[config.mk]
export PLATFORM = sky130hd
export DESIGN_NAME = idwt_cell
export DESIGN_NICKNAME = d
export VERILOG_FILES = /design/src/rtl/idwt_cell.sv
export SDC_FILE = /design/constraint.sdc
export NUM_CORES = 1
export LEC_CHECK = 0
export BUFFER_PORTS_ARGS = -buffer_cell sky130_fd_sc_hd__buf_2
export CAP_MARGIN = 10
export CORE_MARGIN = 1
export CORE_UTILIZATION = 49
export DETAILED_ROUTE_END_ITERATION = 6
export GPL_ROUTABILITY_DRIVEN = 0
export GPL_TIMING_DRIVEN = 0
export SETUP_SLACK_MARGIN = 0.02
export SLEW_MARGIN = 40
export SYNTH_ARGS = -nofsm -noshare
export SYNTH_HDL_FRONTEND = slang
export SYNTH_SLANG_ARGS = --single-unit
[constraint.sdc]
create_clock -name clk -period 9.6 [get_ports clk]
set_input_delay 2.88 -clock clk [delete_from_list [all_inputs] [get_ports clk]]
set_output_delay 2.88 -clock clk [all_outputs]
set_load 0.02 [all_outputs]
[src/rtl/idwt_cell.sv]
// One-stage inverse DWT synthesis cell. Each approximation/detail pair is upsampled
// and filtered in polyphase form, producing an even sample then an odd sample.
module idwt_cell #(
  parameter int IN_WIDTH    = 12,
  parameter int COEFF_WIDTH = 12,
  parameter int MAC_WIDTH   = 26,
  parameter int OUT_WIDTH   = 12,
  parameter int FRA_WIDTH   = 8,
  parameter int N           = 4,
  parameter logic [N*COEFF_WIDTH-1:0] G0_IN = {12'h07C, 12'h0D6, 12'h039, 12'hFDF},
  parameter logic [N*COEFF_WIDTH-1:0] G1_IN = {12'h021, 12'h039, 12'hF2A, 12'h07C}
) (
  input  logic                        clk,
  input  logic                        rst_n,
  input  logic                        in_valid,
  output logic                        in_ready,
  input  logic signed [IN_WIDTH-1:0]  a_in,
  input  logic signed [IN_WIDTH-1:0]  d_in,
  output logic                        out_valid,
  output logic signed [OUT_WIDTH-1:0] y_out,
  output logic                        out_phase
);

  localparam int Half  = N / 2;
  localparam int Depth = (Half > 1) ? Half - 1 : 1;

  typedef enum logic [1:0] {StIdle, StEven, StOdd} state_e;

  state_e state_q, state_d;

  logic signed [IN_WIDTH-1:0]  a_hist_q [Depth];
  logic signed [IN_WIDTH-1:0]  d_hist_q [Depth];
  logic signed [IN_WIDTH-1:0]  a_tap    [Half];
  logic signed [IN_WIDTH-1:0]  d_tap    [Half];
  logic signed [MAC_WIDTH-1:0] even_sum, odd_sum;
  logic        [OUT_WIDTH-1:0] even_r, odd_r;
  logic        [OUT_WIDTH-1:0] y_q, odd_hold_q;
  logic                        accept;

  function automatic logic signed [MAC_WIDTH-1:0] mul(
    input logic signed [IN_WIDTH-1:0]    x,
    input logic signed [COEFF_WIDTH-1:0] c
  );
    logic signed [IN_WIDTH+COEFF_WIDTH-1:0] p;
    p = x * c;
    return MAC_WIDTH'(p);
  endfunction

  assign in_ready = (state_q != StEven);
  assign accept   = in_valid & in_ready;

  // Tap 0 is the live input; older taps come from the history registers.
  always_comb begin
    a_tap[0] = a_in;
    d_tap[0] = d_in;
    for (int j = 1; j < Half; j++) begin
      a_tap[j] = a_hist_q[j-1];
      d_tap[j] = d_hist_q[j-1];
    end
  end

  always_comb begin
    even_sum = '0;
    odd_sum  = '0;
    for (int j = 0; j < Half; j++) begin
      even_sum = even_sum
               + mul(a_tap[j], $signed(G0_IN[(2*j)*COEFF_WIDTH +: COEFF_WIDTH]))
               + mul(d_tap[j], $signed(G1_IN[(2*j)*COEFF_WIDTH +: COEFF_WIDTH]));
      odd_sum  = odd_sum
               + mul(a_tap[j], $signed(G0_IN[(2*j+1)*COEFF_WIDTH +: COEFF_WIDTH]))
               + mul(d_tap[j], $signed(G1_IN[(2*j+1)*COEFF_WIDTH +: COEFF_WIDTH]));
    end
  end

  // Round half up, then wrap to the output width.
  assign even_r = even_sum[FRA_WIDTH +: OUT_WIDTH] + OUT_WIDTH'(even_sum[FRA_WIDTH-1]);
  assign odd_r  = odd_sum[FRA_WIDTH +: OUT_WIDTH] + OUT_WIDTH'(odd_sum[FRA_WIDTH-1]);

  logic unused_sum_bits;
  assign unused_sum_bits = ^{even_sum[MAC_WIDTH-1:FRA_WIDTH+OUT_WIDTH],
                             odd_sum[MAC_WIDTH-1:FRA_WIDTH+OUT_WIDTH],
                             even_sum[FRA_WIDTH-2:0], odd_sum[FRA_WIDTH-2:0]};

  always_comb begin
    state_d   = state_q;
    out_valid = 1'b0;
    out_phase = 1'b0;
    unique case (state_q)
      StIdle: begin
        if (accept) state_d = StEven;
      end
      StEven: begin
        out_valid = 1'b1;
        state_d   = StOdd;
      end
      StOdd: begin
        out_valid = 1'b1;
        out_phase = 1'b1;
        state_d   = accept ? StEven : StIdle;
      end
      default: state_d = StIdle;
    endcase
  end

  always_ff @(posedge clk or negedge rst_n) begin
    if (!rst_n) begin
      state_q    <= StIdle;
      y_q        <= '0;
      odd_hold_q <= '0;
      for (int j = 0; j < Depth; j++) begin
        a_hist_q[j] <= '0;
        d_hist_q[j] <= '0;
      end
    end else begin
      state_q <= state_d;
      if (accept) begin
        y_q         <= even_r;
        odd_hold_q  <= odd_r;
        a_hist_q[0] <= a_in;
        d_hist_q[0] <= d_in;
        for (int j = 1; j < Depth; j++) begin
          a_hist_q[j] <= a_hist_q[j-1];
          d_hist_q[j] <= d_hist_q[j-1];
        end
      end else if (state_q == StEven) begin
        y_q <= odd_hold_q;
      end
    end
  end

  assign y_out = $signed(y_q);

endmodule

==> flow_summary.json <==
{
  "outcome": "complete, but fails checks",
  "violations": "DRC, setup timing",
  "slew_violations": 0,
  "num_antenna_cells": 0,
  "cts.clk_slew.worst_paths_ns": 0.08,
  "grt_pass1_vias": 13800,
  "fillers": 3144,
  "crit_type": "primary input to flop",
  "synth.largest_area_cell": "fa_1",
  "cts_buffer_depth": 2,
  "ys.warnings.count": 0,
  "cts_tree": "built",
  "cp.arrival_ns": 11.64,
  "die_x_um": 192,
  "setup_viol": 19,
  "cts_buffers": 5,
  "finalWirelength_um": 45700,
  "cp_max_fo": 5,
  "area_delta_synth_final_pct": 17.7,
  "drtPass1Iterations": 7,
  "fmax_ghz": 0.0875,
  "synth_cells": 1913,
  "hold_viol_final": 0,
  "synth_nets": 2585,
  "synth.avg_cell_area_sq_um": 9.28,
  "max-cap-violations": 0,
  "fin_crit_ns": 11.44,
  "synthTopCellsByArea": "fa_1, ha_1, inv_1",
  "grt_util_all_layers_pct": 26.4,
  "maxSlewHeadroom_pct": 49.0,
  "synth_top_area_share_pct": 35.5,
  "netlist_area_sq_mm": 0.0178,
  "grt_overflow_total": 0,
  "drc": 4,
  "dp_hpwl_um": 37400,
  "timing.final.crit_share_pct": 119,
  "vias": 12700,
  "wl_per_cell_um": 18.3,
  "synth-main-ff-cell": "dfrtp_1",
  "clk_latency_ns": 0.31,
  "viasPerCell": 5.07,
  "die_h_um": 192,
  "core_sq_mm": 0.0357,
  "holdCritPathClass": "flop to flop",
  "finalNonFillerCells": 2503,
  "cpPeakStageDelay_ns": 0.56,
  "fin_skew_ns": 0.00969,
  "postCtsHoldBufs": 0,
  "io_pins": 42,
  "dp.cells": 2414,
  "postRouteAntennaNets": 0,
  "ys_ff_latch": 50,
  "fp-row-count": 69,
  "synth-edff-count": 0,
  "yosysSeqAreaShare_pct": 7.05,
  "rsz0062_at_grt": "yes",
  "ys_async_sr_fraction_pct": 100,
  "drt_iter0_drc": 444,
  "tightestPinTransition_ns": 0.765,
  "h-tree-depth": 2,
  "clock_sinks": 50,
  "path_common_cell": "fa_1",
  "fin_ws_ns": -1.84,
  "endpoint_kind": "flop",
  "start_kind": "primary input",
  "grt_max_degree": 51,
  "worstPathRequired_ns": 9.81,
  "antenna_found_initial": 0,
  "synth_cell_types": 63,
  "nets": 2713,
  "port_buffers": 40,
  "layout-drive-gt1-share_pct": 17.2,
  "critPathSlowestCell": "fa_1",
  "grt_pass1_wl_um": 73600,
  "die-area_sq_mm": 0.0370,
  "initial_core_util_pct": 49.8,
  "cts_root_buf": "clkbuf_16"
}
[what timing repair did]
action,in CTS,in global routing
buffers inserted,55,41
gates resized for setup,157,132
endpoints found under the setup margin,23,23
hold endpoints to repair,0,0
pin swaps,80,125
[worst paths after layout]
path,start,endpoint,slack (ns),cells after the start
max reg2reg,a_hist_q[0],y_out[11],0.51,37
min in group asynchronous,rst_n,y_out[1],2.62,1
min reg2reg,odd_hold_q[0],odd_hold_q[0],0.49,2
min,odd_hold_q[0],odd_hold_q[0],0.49,2
max,d_in[2],y_out[11],-1.84,39
max in group asynchronous,rst_n,d_hist_q[11],6.40,1
[Yosys cell counts (2+ instances only)]
library cell,instances
inv_1,617
ha_1,330
fa_1,315
xnor2_1,92
nand2_1,91
o21ai_0,76
dfrtp_1,50
a21oi_1,49
nor2_1,47
xor2_1,38
nor3_1,21
a21o_1,19
clkbuf_1,16
nand2b_1,11
nand3_1,11
nor2b_1,11
o21a_1,11
o21bai_1,11
and3_1,8
a31oi_1,7
mux2i_1,7
or2_2,7
or3_1,6
a211oi_1,3
a21boi_0,3
nand4b_1,3
nor3b_1,3
nor4_1,3
o2111ai_1,3
a211o_1,2
a22oi_1,2
a311oi_1,2
a31o_2,2
mux2_2,2
nand4_1,2
o211ai_1,2
o311ai_0,2
o31ai_1,2
o41ai_1,2
[cell usage in the layout (no fill, tap or decap), types with 8 or more instances in the layout]
master,instances
a21o_1,19
a21oi_1,30
a21oi_2,8
a21oi_4,11
buf_2,30
buf_4,58
buf_6,27
clkbuf_1,17
dfrtp_1,49
fa_1,309
ha_1,291
ha_4,33
inv_1,579
inv_2,36
nand2_1,83
nand2b_1,11
nand3_1,8
nor2_1,37
nor2b_1,9
nor3_1,14
o21a_1,9
o21ai_0,47
o21ai_1,22
xnor2_1,69
xnor2_2,18
xor2_1,30
[routing by layer]
metal	global-route usage (%)	wire length [um]	share of wire (%)	vias up
li1	-	-	-	6056
met2	45.6	22500	49	189
met4	9.36	1740	3.8	0
met1	34.2	20200	44	6383
met5	0	0	0	-
met3	2.93	1360	3.0	60
[final cells by class]
type	instances	area, sq um	share of cell area, %
inverters	618	2330	11.1
plain buffers	18	80.1	0.383
well taps	461	577	2.76
repair buffers	121	1020	4.86
clock buffers	6	129	0.616
multi-input cells	1227	15500	74.2
clock inverters	2	13.8	0.0658
flip-flops and latches	50	1250	5.99
[stage by stage]
step	instance area (sq um)	setup slack [ns]	setup TNS (ns)	utilization [%]	hold WS (ns)
after floorplan	18100	-1.37	-9.21	-	0.446
after global placement	18800	-2.77	-30.50	52.8	0.470
after detailed placement	18800	-2.92	-32.31	52.8	0.467
after CTS	20100	-1.89	-16.97	56.3	0.484
after global routing	20900	-2.16	-23.29	58.6	0.506
final	20900	-1.84	-18.15	58.6	0.487
[cell families (layout without fill, tap and decap cells)]
family | after synthesis | count (layout) | share of synthesized area [%]
XOR/XNOR | 131 | 131 | 6.50
AO/OA/AOI/OAI | 208 | 208 | 7.24
AND/OR/NAND/NOR | 234 | 234 | 6.41
flip-flops | 50 | 50 | 7.05
adder cells (fa/ha/maj) | 645 | 645 | 58.8
multiplexers | 9 | 9 | 0.521
buffers and inverters | 636 | 765 | 13.5
[critical path: cells and delay by family]
kind                     cells  cell delay (ns)
AO/OA/AOI/OAI                5             0.96
buffers and inverters       10             0.68
AND/OR/NAND/NOR              8             1.24
XOR/XNOR                     5             0.94
adder cells (fa/ha/maj)     11             4.93
[state kept, by name, summed over array words and instances, names as in the netlist]
| signal | flops |
|---|---|
| y_out | 12 |
| state_q | 2 |
| d_hist_q | 12 |
| a_hist_q | 12 |
| odd_hold_q | 12 |
Power is not shown: default switching activity piles up to over one toggle a cycle in this logic, so the estimate is an artifact.
